$ cat src/rtl/target_motion.sv
// target_motion: paces one target sprite with a frame tick, bounces its position
// inside the screen and respawns it at an LFSR-derived spot after a hit.
module target_motion #(
  parameter int          TICK_COUNT = 833333,
  parameter int          X_MAX      = 128,
  parameter int          Y_MAX      = 88,
  parameter logic [15:0] SEED       = 16'hACE1
) (
  input  logic       CLOCK_50,
  input  logic       reset,
  input  logic       enable,
  input  logic       done,
  input  logic       hit,
  output logic       active,
  output logic       start,
  output logic [7:0] x_set,
  output logic [6:0] y_set
);
  localparam int CW = TICK_COUNT > 1 ? $clog2(TICK_COUNT) : 1;
  localparam logic [CW-1:0] CNT_LAST = CW'(TICK_COUNT - 1);
  localparam logic [7:0] XM = 8'(X_MAX);
  localparam logic [6:0] YM = 7'(Y_MAX);
  typedef enum logic [1:0] {IDLE, STEP, START, HOLD} state_t;
  state_t        state_q;
  logic [CW-1:0] cnt_q;
  logic [15:0]   lfsr_q;
  logic [7:0]    x_q, x_b, x_r;
  logic [6:0]    y_q, y_b, y_r;
  logic [1:0]    hold_q;
  logic          tick_pend_q, respawn_pend_q, dx_q, dy_q, active_q, start_q;
  logic          tick, go;
  assign tick = enable && cnt_q == CNT_LAST;
  // a tick on the same cycle counts as pending, giving the 2-cycle start latency
  assign go = state_q == IDLE && (tick || tick_pend_q) && done && enable;
  always_comb begin
    x_b = dx_q ? (x_q == XM ? XM - 8'd1 : x_q + 8'd1) : (x_q == '0 ? 8'd1 : x_q - 8'd1);
    y_b = dy_q ? (y_q == YM ? YM - 7'd1 : y_q + 7'd1) : (y_q == '0 ? 7'd1 : y_q - 7'd1);
    x_r = lfsr_q[7:0] > XM ? lfsr_q[7:0] - (XM + 8'd1) : lfsr_q[7:0];
    y_r = lfsr_q[14:8] > YM ? lfsr_q[14:8] - (YM + 7'd1) : lfsr_q[14:8];
  end
  always_ff @(posedge CLOCK_50 or posedge reset) begin
    if (reset) begin
      state_q        <= IDLE;
      cnt_q          <= '0;
      lfsr_q         <= SEED;
      x_q            <= '0;
      y_q            <= '0;
      dx_q           <= 1'b1;
      dy_q           <= 1'b1;
      hold_q         <= '0;
      tick_pend_q    <= 1'b0;
      respawn_pend_q <= 1'b0;
      active_q       <= 1'b0;
      start_q        <= 1'b0;
    end else begin
      active_q       <= enable;
      lfsr_q         <= {lfsr_q[14:0], lfsr_q[15] ^ lfsr_q[13] ^ lfsr_q[12] ^ lfsr_q[10]};
      cnt_q          <= (!enable || tick) ? '0 : cnt_q + 1'b1;
      tick_pend_q    <= !go && (tick || tick_pend_q);
      respawn_pend_q <= hit || (respawn_pend_q && state_q != STEP);
      start_q        <= state_q == STEP;
      case (state_q)
        IDLE: if (go) state_q <= STEP;
        STEP: begin
          state_q <= START;
          x_q     <= respawn_pend_q ? x_r : x_b;
          y_q     <= respawn_pend_q ? y_r : y_b;
          dx_q    <= respawn_pend_q ? lfsr_q[15] : (dx_q ? x_q != XM : x_q == '0);
          dy_q    <= respawn_pend_q ? lfsr_q[0] : (dy_q ? y_q != YM : y_q == '0);
        end
        START: begin
          state_q <= HOLD;
          hold_q  <= '0;
        end
        HOLD: begin
          hold_q <= hold_q + 1'b1;
          if (!done || hold_q == 2'd3) state_q <= IDLE;
        end
        default: state_q <= IDLE;
      endcase
    end
  end
  assign active = active_q;
  assign start  = start_q;
  assign x_set  = x_q;
  assign y_set  = y_q;
endmodule

$ cat config.mk
export PLATFORM = sky130hd
export DESIGN_NAME = target_motion
export DESIGN_NICKNAME = d
export VERILOG_FILES = /design/src/rtl/target_motion.sv
export SDC_FILE = /design/constraint.sdc
export NUM_CORES = 1
export LEC_CHECK = 0
export ABC_AREA = 0
export BUFFER_PORTS_ARGS = -buffer_cell sky130_fd_sc_hd__buf_2
export CAP_MARGIN = 10
export CELL_PAD_IN_SITES_DETAIL_PLACEMENT = 1
export CELL_PAD_IN_SITES_GLOBAL_PLACEMENT = 2
export CORE_MARGIN = 2
export CORE_UTILIZATION = 39
export CTS_CLUSTER_DIAMETER = 60
export DETAILED_ROUTE_END_ITERATION = 12
export PLACE_DENSITY = 0.79
export SLEW_MARGIN = 20
export SYNTH_ARGS = -nofsm -noshare
export SYNTH_HDL_FRONTEND = slang
export SYNTH_SLANG_ARGS = --single-unit
$ cat constraint.sdc
create_clock -name CLOCK_50 -period 2.9 [get_ports CLOCK_50]
set_clock_uncertainty 0.05 [all_clocks]
set_input_delay 0.29 -clock CLOCK_50 [delete_from_list [all_inputs] [get_ports CLOCK_50]]
set_output_delay 0.29 -clock CLOCK_50 [all_outputs]
set_load 0.05 [all_outputs]
# After elaboration in Yosys (flattened, before gate mapping)
# Index checks and enable logic that the tools add are counted.
[word_totals]
ram_bits = 0
reg_bits = 61
wordCells = 74
rom_bits = 0
memories = 0
input_bits = 5
latch_bits = 0
[classes]
n_shift = 0
n_addsub = 8
order_cmp = 2
mul = 0
eq_ne = 12
mux = 19
n_bitwise = 3
div = 0
n_reduce_logical = 18
[op_table]
columns = ["op", "count"]
rows = [
  ["$mux 8", 5],
  ["$mux 7", 5],
  ["$add 20x1->20 const B", 1],
  ["$eq 20x20->1 const B", 1],
  ["$mux 20", 1],
  ["$add 8x1->8 const B", 1],
  ["$eq 8x8->1 const B", 1],
  ["$gt 8x8->1 const B", 1],
  ["$logic_not 8->1", 1],
  ["$ne 8x8->1 const B", 1],
  ["$pmux 2 s4", 1],
  ["$sub 8x1->8 const B", 1],
  ["$sub 8x8->8 const B", 1],
  ["$add 7x1->7 const B", 1],
  ["$eq 7x7->1 const B", 1],
  ["$gt 7x7->1 const B", 1],
  ["$logic_not 7->1", 1],
  ["$ne 7x7->1 const B", 1],
  ["$sub 7x1->7 const B", 1],
  ["$sub 7x7->7 const B", 1],
  ["$eq 2x2->1 const B", 3],
  ["$logic_and 1x1->1", 6],
  ["$logic_or 1x1->1", 4],
  ["$mux 1", 4],
  ["11 further kinds", 17],
]

# Depth between registers and ports, before layout
[logic_depth]
ltp_word = 8
ltp_mapped = 8
depth_no_buf = 7

# Worst setup path after synthesis
# No wires, ideal clock.
[synth_path]
path_type = "reg-to-reg"
from = "register x_q[2], in the netlist x_set[2]"
to = "register x_q[5], in the netlist x_set[5]"
required_time_ps = 2718
arrival_time_ps = 2176
path_stages_with_launch = 7
n_path_buf = 1
path_slack_ps = 542
setup_time_ps = 132
period_less_slack_ps = 2358
cell_sequence = "dfrtp_1 > buf_2 > or4_4 > o21a_1 > or2_2 > a221oi_1 > o21ai_0"
[synth_via]
elab_chain_len = 4
word_cells_on_any_way = 8
cone_classes = "add/sub: 2; eq/ne: 1; mux: 4; reduce/logical: 1"
[synth_rtl]
columns = ["element", "line_no", "source"]
rows = [
  ["from (decl)", "27", "logic [7:0] x_q, x_b, x_r;"],
  ["from (signal assigned)", "66", "x_q <= respawn_pend_q ? x_r : x_b;"],
  ["$sub 8x1->8, or another cell as far along", "36", "x_b = dx_q ? (x_q == XM ? XM - 8'd1 : x_q + 8'd1) : (x_q == '0 ? 8'd1 : x_q - 8'd1);"],
  ["$mux 8", "36", ""],
  ["$mux 8 *", "36", ""],
  ["$mux 8 *", "66", ""],
]
# Mark *: on every way between the ends. The rest lies on a longest branch, timed or not.
# A chain may end at the register's enable or synchronous reset.

# Worst setup path after layout
[layout_path]
from = "register x_q[4], in the netlist x_set[4]"
to = "register x_q[2], in the netlist x_set[2]"
[layout_via]
elab_chain_len = 4
word_cells_on_any_way = 6
cone_classes = "eq/ne: 1; mux: 4; reduce/logical: 1"
[layout_rtl]
columns = ["element", "line_no"]
rows = [
  ["$eq 8x8->1 or $logic_not 8->1 (tied branches)", "36"],
  ["$mux 8", "36"],
  ["$mux 8 *", "36"],
  ["$mux 8 *", "66"],
]
# Marks and branches as above.

==> metrics.cfg <==
[synth]
part_of_the_yosys_area_used_for_sequential_elements_pct = 41.7
synth.distinct_cells = 67
ys_dominant_reg_cell = sky130_fd_sc_hd__dfrtp_1
ys_ff_latch = 61
mappedNetlistNets = 418
async_flop_share_pct = 100
netlist_instances = 397
syn_area_per_cell_um2 = 9.30
synth_warnings = 0
synth_edf_count = 0
mappedNetlistArea_mm2 = 0.00369

[global_routing]
grt_start_max_net_pins = 30
groute.usage.overall_pct = 19.8
overflow_left_after_global_routing = 0
grt_antenna_before_repair = 0
first_global_vias = 3165
grt_first_pass_wirelength_mm = 15.9

[cts]
cts.clk_slew.worst_paths_ns = 0.07
tritoncts = built
clockRootBuffer = sky130_fd_sc_hd__clkbuf_8
cts-htree-levels = 3
numCtsBuffers = 9
clock_sinks = 61
cts_repair_resize_count = 0
clock_insertion_delay_worst_skew_ns = 0.34
cts_post_setup_buffers_inserted = 0
clock_tree.buffer_depth = 2

[setup_path]
worst_ep_arrival_time_ns = 2.49
rrSetupSlack_ns = 0.59
setup.worst_path.class = reg2reg
worst_r2r_startpoint = x_set[4]
timing.critical_path.from = x_set[4]
endpoint_kind = flop
worst_setup_path_start_kind = flop
crit_required_ns = 3.08
cp_max_fo = 11

[timing]
final_min_period_over_clock_period_pct = 79.5
min_period_ns = 2.31
worst_slew_pin_slew_ns = 0.664
final_worst_path_setup_slack_ns = 0.593
setup-tns-final_ns = 0
relSlewSlack_pct = 55.6
fmax_mhz = 434
maxSlewViolCount = 0
final_hold_vios = 0
holdWs_ns = 0.0797
rsz0062_at_grt = false
final-setup-viol-count = 0

[die]
die_area_mm2 = 0.0103
fp.coreArea_mm2 = 0.00920
horizontal_die_dimension_um = 101
top_level_ports = 22
initial_core_util_pct = 40.1
die_h_um = 101
fp-row-count = 35

[pwr]
vdd.ir_drop.worst_v = 0.000275
p_per_area_mw_per_mm2 = 916
p_leak_nw = 1.74
totalPowerFinal_mw = 3.77

[run_status]
run_status = finished clean

[cells_and_area]
flow.area_growth_from_synthesis_pct = 11.5
antenna_cells = 0
number_of_standard_cells_in_the_layout_taps_in_and_fillers_out = 533
final_layout_size_suffix_gt1_share_pct = 17.1
fillCellCount = 1098
nNetsFinal = 438

[route]
ant_nets = 0
drt_first_pass_iters = 4
mean_number_of_vias_per_cell = 5.71
total_drc_errors_in_the_routed_layout = 0
number_of_vias_in_the_routed_layout = 3044
detailed_route_wire_length_per_cell_um = 17.4
detail_route.iter0.violations = 111
routed_wl_mm = 9.28

[placement]
gp_routability_congestion = 0.815
dp.final_hpwl_mm = 6.62
place_worst_setup_slack_ns = 0.610
numPortBuffers = 21
dp.cells = 516

[hold_path]
min_from = enable
min_path_type = in2reg

[job]
max_cap_violations = 0

[layer usage]
metal / GRT usage, % / vias to the layer above / part of all wire (%)
met4: 5.93 / 0 / 1.2
li1: - / 1476 / -
met1: 26.0 / 1518 / 46
met3: 4.76 / 10 / 2.7
met2: 32.7 / 40 / 50
met5: 0 / - / 0
[synthesized netlist by cell type (3+ instances only)]
library cell / n / area (µm²)
sky130_fd_sc_hd__dfrtp_1: 51 / 1280
sky130_fd_sc_hd__nor2_1: 43 / 161
sky130_fd_sc_hd__nand2_1: 28 / 105
sky130_fd_sc_hd__inv_1: 21 / 78.8
sky130_fd_sc_hd__xor2_1: 19 / 166
sky130_fd_sc_hd__ha_1: 16 / 200
sky130_fd_sc_hd__nor3_1: 16 / 80.1
sky130_fd_sc_hd__clkbuf_1: 15 / 56.3
sky130_fd_sc_hd__nand3_1: 15 / 75.1
sky130_fd_sc_hd__o21ai_0: 15 / 75.1
sky130_fd_sc_hd__a21oi_1: 14 / 70.1
sky130_fd_sc_hd__xnor2_1: 14 / 123
sky130_fd_sc_hd__dfstp_2: 10 / 263
sky130_fd_sc_hd__nand4_1: 9 / 56.3
sky130_fd_sc_hd__and3_1: 8 / 50.1
sky130_fd_sc_hd__nand2b_1: 5 / 31.3
sky130_fd_sc_hd__or3_1: 5 / 31.3
sky130_fd_sc_hd__a21o_1: 4 / 30.0
sky130_fd_sc_hd__a31o_2: 4 / 35.0
sky130_fd_sc_hd__nor4_1: 4 / 25.0
sky130_fd_sc_hd__o31ai_1: 4 / 30.0
sky130_fd_sc_hd__a221oi_1: 3 / 26.3
sky130_fd_sc_hd__a22o_1: 3 / 26.3
sky130_fd_sc_hd__a22oi_1: 3 / 22.5
sky130_fd_sc_hd__a31oi_1: 3 / 18.8
sky130_fd_sc_hd__mux2_2: 3 / 33.8
sky130_fd_sc_hd__o21a_1: 3 / 22.5
sky130_fd_sc_hd__o221ai_1: 3 / 26.3
sky130_fd_sc_hd__or2_2: 3 / 18.8
[cell usage in the layout (no fill, tap or decap), types with 4 or more instances in the layout]
| master | instances |
|---|---|
| sky130_fd_sc_hd__a21o_1 | 4 |
| sky130_fd_sc_hd__a21oi_1 | 14 |
| sky130_fd_sc_hd__a31o_2 | 4 |
| sky130_fd_sc_hd__and3_1 | 8 |
| sky130_fd_sc_hd__buf_2 | 21 |
| sky130_fd_sc_hd__buf_4 | 5 |
| sky130_fd_sc_hd__clkbuf_8 | 12 |
| sky130_fd_sc_hd__dfrtp_1 | 51 |
| sky130_fd_sc_hd__dfstp_2 | 10 |
| sky130_fd_sc_hd__ha_1 | 16 |
| sky130_fd_sc_hd__inv_1 | 20 |
| sky130_fd_sc_hd__nand2_1 | 28 |
| sky130_fd_sc_hd__nand2b_1 | 5 |
| sky130_fd_sc_hd__nand3_1 | 15 |
| sky130_fd_sc_hd__nand4_1 | 9 |
| sky130_fd_sc_hd__nor2_1 | 43 |
| sky130_fd_sc_hd__nor3_1 | 16 |
| sky130_fd_sc_hd__nor4_1 | 4 |
| sky130_fd_sc_hd__o21ai_0 | 15 |
| sky130_fd_sc_hd__o31ai_1 | 4 |
| sky130_fd_sc_hd__or3_1 | 5 |
| sky130_fd_sc_hd__xnor2_1 | 14 |
| sky130_fd_sc_hd__xor2_1 | 19 |
[kinds of logic (layout without fill, tap and decap cells)]
group	after synthesis	count (layout)	synth area share [%]
AND/OR/NAND/NOR	158	158	22.6
multiplexers	4	4	1.19
adder cells (fa/ha/maj)	16	16	5.42
XOR/XNOR	33	33	7.83
AO/OA/AOI/OAI	86	86	17.0
flip-flops	61	61	41.7
buffers and inverters	39	64	4.24
[critical path, cell delays in order (launching register included)]
cell and delay (ns):
sky130_fd_sc_hd__dfrtp_1 0.50, sky130_fd_sc_hd__or4_4 0.61, sky130_fd_sc_hd__nor4b_1 0.59, sky130_fd_sc_hd__o21ai_0 0.19, sky130_fd_sc_hd__a32o_1 0.26
[metrics by stage]
stage	area [µm²]	util [%]
2_1_floorplan	3690	-
3_3_place_gp	3890	42.4
3_5_place_dp	3890	42.4
4_1_cts	4120	44.8
5_1_grt	4120	44.8
6_report	4120	44.8
[what timing repair did]
action | 4_1_cts | 5_1_grt
hold buffers | 1 | 0
setup endpoints to repair | 0 | 0
hold endpoints to repair | 24 | 0
[state kept, by name, summed over array words and instances, names as in the netlist]
name	cells
tick_pend_q	1
start	1
x_set	8
lfsr_q	16
state_q	2
cnt_q	20
dy_q	1
dx_q	1
active	1
y_set	7
hold_q	2
respawn_pend_q	1
[layout make-up]
cell class | instances | area (µm²) | area share (%)
Tap cell | 111 | 139 | 3.37
Clock inverter | 3 | 42.5 | 1.03
Timing Repair Buffer | 27 | 153 | 3.71
Multi-Input combinational cell | 297 | 2000 | 48.5
Inverter | 21 | 78.8 | 1.91
Sequential cell | 61 | 1540 | 37.4
Clock buffer | 13 | 169 | 4.10
[where the power goes]
part / switching, mW / total [mW] / internal [mW]
Sequential: 0.289 / 1.29 / 0.999
Combinational: 1.07 / 1.68 / 0.608
Clock: 0.338 / 0.805 / 0.466
Total: 1.70 / 3.77 / 2.07
[path summary, 6_finish.rpt]
kind,cells after the start,to
hold reg to reg,0,lfsr_q[7]
setup reg to reg,4,x_set[2]
max in group asynchronous,4,lfsr_q[13]
setup / recovery,4,x_set[2]
min in group asynchronous,3,cnt_q[19]
hold / removal,1,active
Power figures use the tool's default switching activity.
